File: config.mk
export PLATFORM = sky130hd
export DESIGN_NAME = rf_access_ctrl
export DESIGN_NICKNAME = d
export VERILOG_FILES = /design/src/rtl/rf_access_ctrl.sv
export SDC_FILE = /design/constraint.sdc
export NUM_CORES = 1
export LEC_CHECK = 0
export ABC_CLOCK_PERIOD_IN_PS = 4400
export CAP_MARGIN = 20
export CORE_MARGIN = 5
export CORE_UTILIZATION = 40
export CTS_BUF_LIST = sky130_fd_sc_hd__clkbuf_4 sky130_fd_sc_hd__clkbuf_8
export DETAILED_ROUTE_END_ITERATION = 7
export GPL_ROUTABILITY_DRIVEN = 0
export GPL_TIMING_DRIVEN = 0
export PLACE_DENSITY_LB_ADDON = 0.12
export SYNTH_ARGS = -nofsm -noshare
export SYNTH_HDL_FRONTEND = slang
export SYNTH_SLANG_ARGS = --single-unit
File: constraint.sdc
create_clock -name clk -period 4.4 [get_ports clk]
set_input_delay 1.1 -clock clk [delete_from_list [all_inputs] [get_ports clk]]
set_output_delay 1.1 -clock clk [all_outputs]
set_load 0.01 [all_outputs]
File: src/rtl/rf_access_ctrl.sv
// Register-file access sequencer with a two-requester arbiter (core and debug port).
// Define RF_ARB_RR_EN for round-robin arbitration; the default build uses fixed priority (requester 0 wins).
module rf_access_ctrl #(
  parameter int AW      = 5,
  parameter int DW      = 32,
  parameter int TIMEOUT = 15
) (
  input  logic          clk,
  input  logic          rst,
  input  logic          req0,
  input  logic          req1,
  input  logic          wr0,
  input  logic          wr1,
  input  logic [AW-1:0] raddr1_0,
  input  logic [AW-1:0] raddr2_0,
  input  logic [AW-1:0] raddr1_1,
  input  logic [AW-1:0] raddr2_1,
  input  logic [AW-1:0] waddr0,
  input  logic [AW-1:0] waddr1,
  input  logic [DW-1:0] wdata0,
  input  logic [DW-1:0] wdata1,
  output logic          ack0,
  output logic          ack1,
  output logic          err,
  output logic [DW-1:0] rdata1,
  output logic [DW-1:0] rdata2,
  output logic          busy,
  output logic          rf_re1,
  output logic          rf_re2,
  output logic          rf_we,
  output logic [AW-1:0] rf_raddr1,
  output logic [AW-1:0] rf_raddr2,
  output logic [AW-1:0] rf_waddr,
  output logic [DW-1:0] rf_wdata,
  input  logic [DW-1:0] rf_rdata1,
  input  logic [DW-1:0] rf_rdata2,
  input  logic          rf_read_finished,
  input  logic          rf_write_finished
);

  typedef enum logic [2:0] {S_IDLE, S_READ, S_WRITE, S_WACK, S_DONE} state_t;

  localparam logic [3:0] TO_CNT = 4'(TIMEOUT);

  state_t        state_q, state_d;
  logic          gnt_q, gnt_d;
  logic [3:0]    cnt_q, cnt_d;
  logic [AW-1:0] raddr1_q, raddr1_d, raddr2_q, raddr2_d, waddr_q, waddr_d;
  logic [DW-1:0] wdata_q, wdata_d, rdata1_q, rdata1_d, rdata2_q, rdata2_d;
  logic          re_q, re_d, we_q, we_d;
  logic          ack0_q, ack0_d, ack1_q, ack1_d, err_q, err_d, busy_q, busy_d;

  logic          sel1;
  logic          wr_sel;
  logic [AW-1:0] ra1_sel, ra2_sel, wa_sel;
  logic [DW-1:0] wd_sel;

`ifdef RF_ARB_RR_EN
  // last_q records the most recent grant; reset value 1 hands the first tie to requester 0.
  logic last_q, last_d;

  always_comb begin
    if (req0 && req1) sel1 = ~last_q;
    else              sel1 = req1;
  end

  always_comb begin
    last_d = last_q;
    if (state_q == S_IDLE && (req0 || req1)) last_d = sel1;
  end

  always_ff @(posedge clk) begin
    if (rst) last_q <= 1'b1;
    else     last_q <= last_d;
  end
`else
  always_comb sel1 = ~req0;
`endif

  assign wr_sel  = sel1 ? wr1      : wr0;
  assign ra1_sel = sel1 ? raddr1_1 : raddr1_0;
  assign ra2_sel = sel1 ? raddr2_1 : raddr2_0;
  assign wa_sel  = sel1 ? waddr1   : waddr0;
  assign wd_sel  = sel1 ? wdata1   : wdata0;

  always_comb begin
    state_d  = state_q;
    gnt_d    = gnt_q;
    cnt_d    = cnt_q;
    raddr1_d = raddr1_q;
    raddr2_d = raddr2_q;
    waddr_d  = waddr_q;
    wdata_d  = wdata_q;
    rdata1_d = rdata1_q;
    rdata2_d = rdata2_q;
    re_d     = 1'b0;
    we_d     = 1'b0;
    err_d    = 1'b0;
    case (state_q)
      S_IDLE: begin
        if (req0 || req1) begin
          gnt_d    = sel1;
          raddr1_d = ra1_sel;
          raddr2_d = ra2_sel;
          waddr_d  = wa_sel;
          wdata_d  = wd_sel;
          if (!wr_sel) begin
            state_d = S_READ;
            re_d    = 1'b1;
            cnt_d   = 4'd0;
          end else if (wa_sel == '0) begin
            // Register 0 is hard-wired; acknowledge without touching the file.
            state_d = S_DONE;
          end else begin
            state_d = S_WRITE;
            we_d    = 1'b1;
          end
        end
      end
      S_READ: begin
        if (rf_read_finished) begin
          rdata1_d = rf_rdata1;
          rdata2_d = rf_rdata2;
          state_d  = S_DONE;
        end else if (cnt_q == TO_CNT) begin
          rdata1_d = '0;
          rdata2_d = '0;
          err_d    = 1'b1;
          state_d  = S_DONE;
        end else begin
          cnt_d = cnt_q + 4'd1;
          re_d  = 1'b1;
        end
      end
      S_WRITE: begin
        state_d = S_WACK;
        cnt_d   = 4'd0;
      end
      S_WACK: begin
        if (rf_write_finished) begin
          state_d = S_DONE;
        end else if (cnt_q == TO_CNT) begin
          err_d   = 1'b1;
          state_d = S_DONE;
        end else begin
          cnt_d = cnt_q + 4'd1;
        end
      end
      S_DONE:  state_d = S_IDLE;
      default: state_d = S_IDLE;
    endcase
    ack0_d = (state_d == S_DONE) && (state_q != S_DONE) && !gnt_d;
    ack1_d = (state_d == S_DONE) && (state_q != S_DONE) &&  gnt_d;
    busy_d = (state_d != S_IDLE);
  end

  always_ff @(posedge clk) begin
    if (rst) begin
      state_q  <= S_IDLE;
      gnt_q    <= 1'b0;
      cnt_q    <= 4'd0;
      raddr1_q <= '0;
      raddr2_q <= '0;
      waddr_q  <= '0;
      wdata_q  <= '0;
      rdata1_q <= '0;
      rdata2_q <= '0;
      re_q     <= 1'b0;
      we_q     <= 1'b0;
      ack0_q   <= 1'b0;
      ack1_q   <= 1'b0;
      err_q    <= 1'b0;
      busy_q   <= 1'b0;
    end else begin
      state_q  <= state_d;
      gnt_q    <= gnt_d;
      cnt_q    <= cnt_d;
      raddr1_q <= raddr1_d;
      raddr2_q <= raddr2_d;
      waddr_q  <= waddr_d;
      wdata_q  <= wdata_d;
      rdata1_q <= rdata1_d;
      rdata2_q <= rdata2_d;
      re_q     <= re_d;
      we_q     <= we_d;
      ack0_q   <= ack0_d;
      ack1_q   <= ack1_d;
      err_q    <= err_d;
      busy_q   <= busy_d;
    end
  end

  assign ack0      = ack0_q;
  assign ack1      = ack1_q;
  assign err       = err_q;
  assign rdata1    = rdata1_q;
  assign rdata2    = rdata2_q;
  assign busy      = busy_q;
  assign rf_re1    = re_q;
  assign rf_re2    = re_q;
  assign rf_we     = we_q;
  assign rf_raddr1 = raddr1_q;
  assign rf_raddr2 = raddr2_q;
  assign rf_waddr  = waddr_q;
  assign rf_wdata  = wdata_q;

endmodule

==> flow_summary.json <==
{
  "finalHoldViolations": 0,
  "ioPinCount": 284,
  "synth.net_count": 672,
  "area_growth_from_synthesis_to_final_layout_pct": 69.4,
  "syn-instance-count": 505,
  "cts-root-buf": "sky130_fd_sc_hd__clkbuf_8",
  "postSynthRegisterBits": 125,
  "first_global_vias": 5124,
  "slew_headroom": 0.533,
  "tritoncts_clock_tree": "built",
  "actual_slew_at_the_worst_max_slew_pin_ns": 0.701,
  "totalPowerFinal_mw": 3.31,
  "status": "complete, no violations",
  "pwr_density_cell_mw_per_mm2": 391,
  "cp_data_required_time_ns": 3.30,
  "final_min_period_over_clock_period": 0.576,
  "cts-buffers-inserted": 17,
  "synthesis.area_per_instance_sq_um": 9.91,
  "maxClockFrequency_mhz": 394,
  "yosys.cell_count.top_type": "sky130_fd_sc_hd__dfxtp_1",
  "detailedRoute.firstPassIterationCount": 5,
  "startpoint_type": "register",
  "finalMaxSlewViolations": 0,
  "synth_sequential_area_ratio": 0.500,
  "finalHoldWorstSlack_ns": 0.497,
  "worst_hold_class": "register to register",
  "die_height_microns": 122,
  "post-route-util": 0.697,
  "stdcell_area_sq_mm": 0.00848,
  "port_buffers": 281,
  "avgViaCountPerCell": 5.09,
  "number_of_synthesized_flops_with_an_enable_pin": 0,
  "post_synth_num_cell_types": 39,
  "clk_pin_slew_ns": 0.07,
  "drcViolationCount": 0,
  "synth_top_area_frac": 0.500,
  "floorplan.rows": 40,
  "worst-endpoint-arrival_ns": 1.44,
  "finalSetupViolCount": 0,
  "proportion_of_layout_cells_with_a_drive_suffix_above_1": 0.112,
  "initial_core_util": 0.412,
  "fp.dieArea_sq_mm": 0.0148,
  "antenna-diode-count": 0,
  "layout.nets": 972,
  "detail_route.wirelength_mm": 17.5,
  "antenna_found_initial": 0,
  "worst_slack_ns": 1.86,
  "synth.area.top_cells": "sky130_fd_sc_hd__dfxtp_1 (50%), sky130_fd_sc_hd__a22oi_1 (9.9%), sky130_fd_sc_hd__mux2i_1 (9.6%)",
  "drtAntennaViolNets": 0,
  "rsz0062_at_grt": "no",
  "synth.cell_area_sq_mm": 0.00500,
  "first_pass_grt_wire_length_mm": 26.5,
  "clk_path_buf_depth": 2,
  "timing.setup.tns_ns": 0,
  "avgRoutedWirePerCell_microns": 17.8,
  "detailed_place_hpwl_mm": 13.7,
  "post_cts_hold_buffer_count": 0,
  "cts.repair_timing.setup_buffer_count": 0,
  "worst_vdd_ir_v": 0.000259,
  "crit_type": "register to output pin",
  "critPathMaxFanout": 2,
  "async_set_or_reset_flop_fraction_in_the_synthesized_netlist": 0,
  "post_synth_top_area_cell": "sky130_fd_sc_hd__dfxtp_1",
  "fin_cells": 986,
  "cts_max_level": 4,
  "placed_cells_incl_taps": 954,
  "iter_0_drt_violations": 317,
  "synth-warning-count": 0,
  "post_synth_most_frequent_cells": "sky130_fd_sc_hd__dfxtp_1 (125), sky130_fd_sc_hd__nor2_1 (117), sky130_fd_sc_hd__a22oi_1 (66)",
  "num_vias": 5019,
  "fp.coreArea_sq_mm": 0.0122,
  "post_cts.resized_instances": 0,
  "globalRouteOverflowTotal": 0,
  "cap_violations": 0,
  "postPlaceCellArea_sq_mm": 0.00803,
  "cts.sink_count": 125,
  "post_route_skew_ns": 0.00918,
  "p_leak_nw": 3.22,
  "track_usage": 0.229,
  "yosys_most_used_dff": "sky130_fd_sc_hd__dfxtp_1",
  "worst_setup_path_end_kind": "output pin",
  "clock_insertion_delay_worst_skew_ns": 0.44,
  "grt_start_max_net_pins": 17,
  "pre_cts_ws_ns": 1.67,
  "final_critical_path_required_period_ns": 2.54,
  "floorplan.die.width_microns": 122
}
-- worst paths after layout --
check	cells past startpoint	from	slack [ns]	endpoint
worst max-delay path	2	rf_re1	1.86	rf_re2
worst min-delay path	2	rdata1[3]	0.50	rdata1[3]
worst max register to register	6	cnt_q[0]	2.56	rdata2[30]
worst min register to register	2	rdata1[3]	0.50	rdata1[3]
-- power by group --
group / total (mW) / switching, mW / internal, mW / leakage, nW
clock: 1.12 / 0.445 / 0.674 / 0.222
combinational: 0.889 / 0.405 / 0.483 / 1.98
sequential: 1.31 / 0.0587 / 1.25 / 1.02
total: 3.31 / 0.909 / 2.40 / 3.22
-- logic make-up (layout without fill, tap and decap cells) --
logic type / after synthesis / in the layout / synth area share
flip-flops: 125 / 125 / 0.500
AND/OR/NAND/NOR: 146 / 146 / 0.125
buffers and inverters: 53 / 366 / 0.0570
adder cells (fa/ha/maj): 1 / 1 / 0.00250
AO/OA/AOI/OAI: 132 / 132 / 0.220
multiplexers: 48 / 48 / 0.0960
-- cell type report --
type                            instances  area [sq um]
Sequential cell                       125          2500
Tap cell                              168           210
Fill cell                             941          3680
Buffer                                 47           263
Clock inverter                         10           161
Inverter                                6          22.5
Timing Repair Buffer                  281          2810
Multi-Input combinational cell        327          2220
Clock buffer                           22           290
-- cell usage in the layout (no fill, tap or decap), types with 3 or more instances in the layout --
cell / synthesis / layout
sky130_fd_sc_hd__clkbuf_1: 14 / 14
sky130_fd_sc_hd__dfxtp_1: 125 / 125
sky130_fd_sc_hd__inv_1: 6 / 6
sky130_fd_sc_hd__mux2i_1: 48 / 48
sky130_fd_sc_hd__bufinv_16: 0 / 4
sky130_fd_sc_hd__clkinvlp_4: 0 / 3
sky130_fd_sc_hd__nor2_1: 117 / 117
sky130_fd_sc_hd__nor4_1: 3 / 3
sky130_fd_sc_hd__a22oi_1: 66 / 66
sky130_fd_sc_hd__buf_6: 4 / 4
sky130_fd_sc_hd__clkbuf_8: 0 / 20
sky130_fd_sc_hd__nand3_1: 7 / 7
sky130_fd_sc_hd__buf_2: 21 / 21
sky130_fd_sc_hd__buf_4: 7 / 7
sky130_fd_sc_hd__a21oi_1: 6 / 6
sky130_fd_sc_hd__a211oi_1: 28 / 28
sky130_fd_sc_hd__clkdlybuf4s50_1: 0 / 281
sky130_fd_sc_hd__or3_1: 4 / 4
sky130_fd_sc_hd__a211oi_2: 20 / 20
sky130_fd_sc_hd__clkbuf_4: 1 / 3
-- registers in the layout, summed over array words and instances (netlist names), 3 cells and up --
name and cells:
rdata1 32, rf_raddr1 5, rf_waddr 5, rf_wdata 32, rf_raddr2 5, cnt_q 4
rdata2 32, state_q 3
-- layer usage --
layer | up-vias | share of wire | track usage
met2 | 225 | 0.49 | 0.397
li1 | 2428 | - | -
met3 | 25 | 0.11 | 0.105
met4 | 0 | 0.019 | 0.0791
met5 | - | 0 | 0
met1 | 2341 | 0.38 | 0.247
-- worst max-delay path: stages (launching register included) --
cell                              delay (ns)
sky130_fd_sc_hd__dfxtp_1                0.37
sky130_fd_sc_hd__buf_4                  0.12
sky130_fd_sc_hd__clkdlybuf4s50_1        0.52
Note: power is estimated with default switching activity, not from simulation.
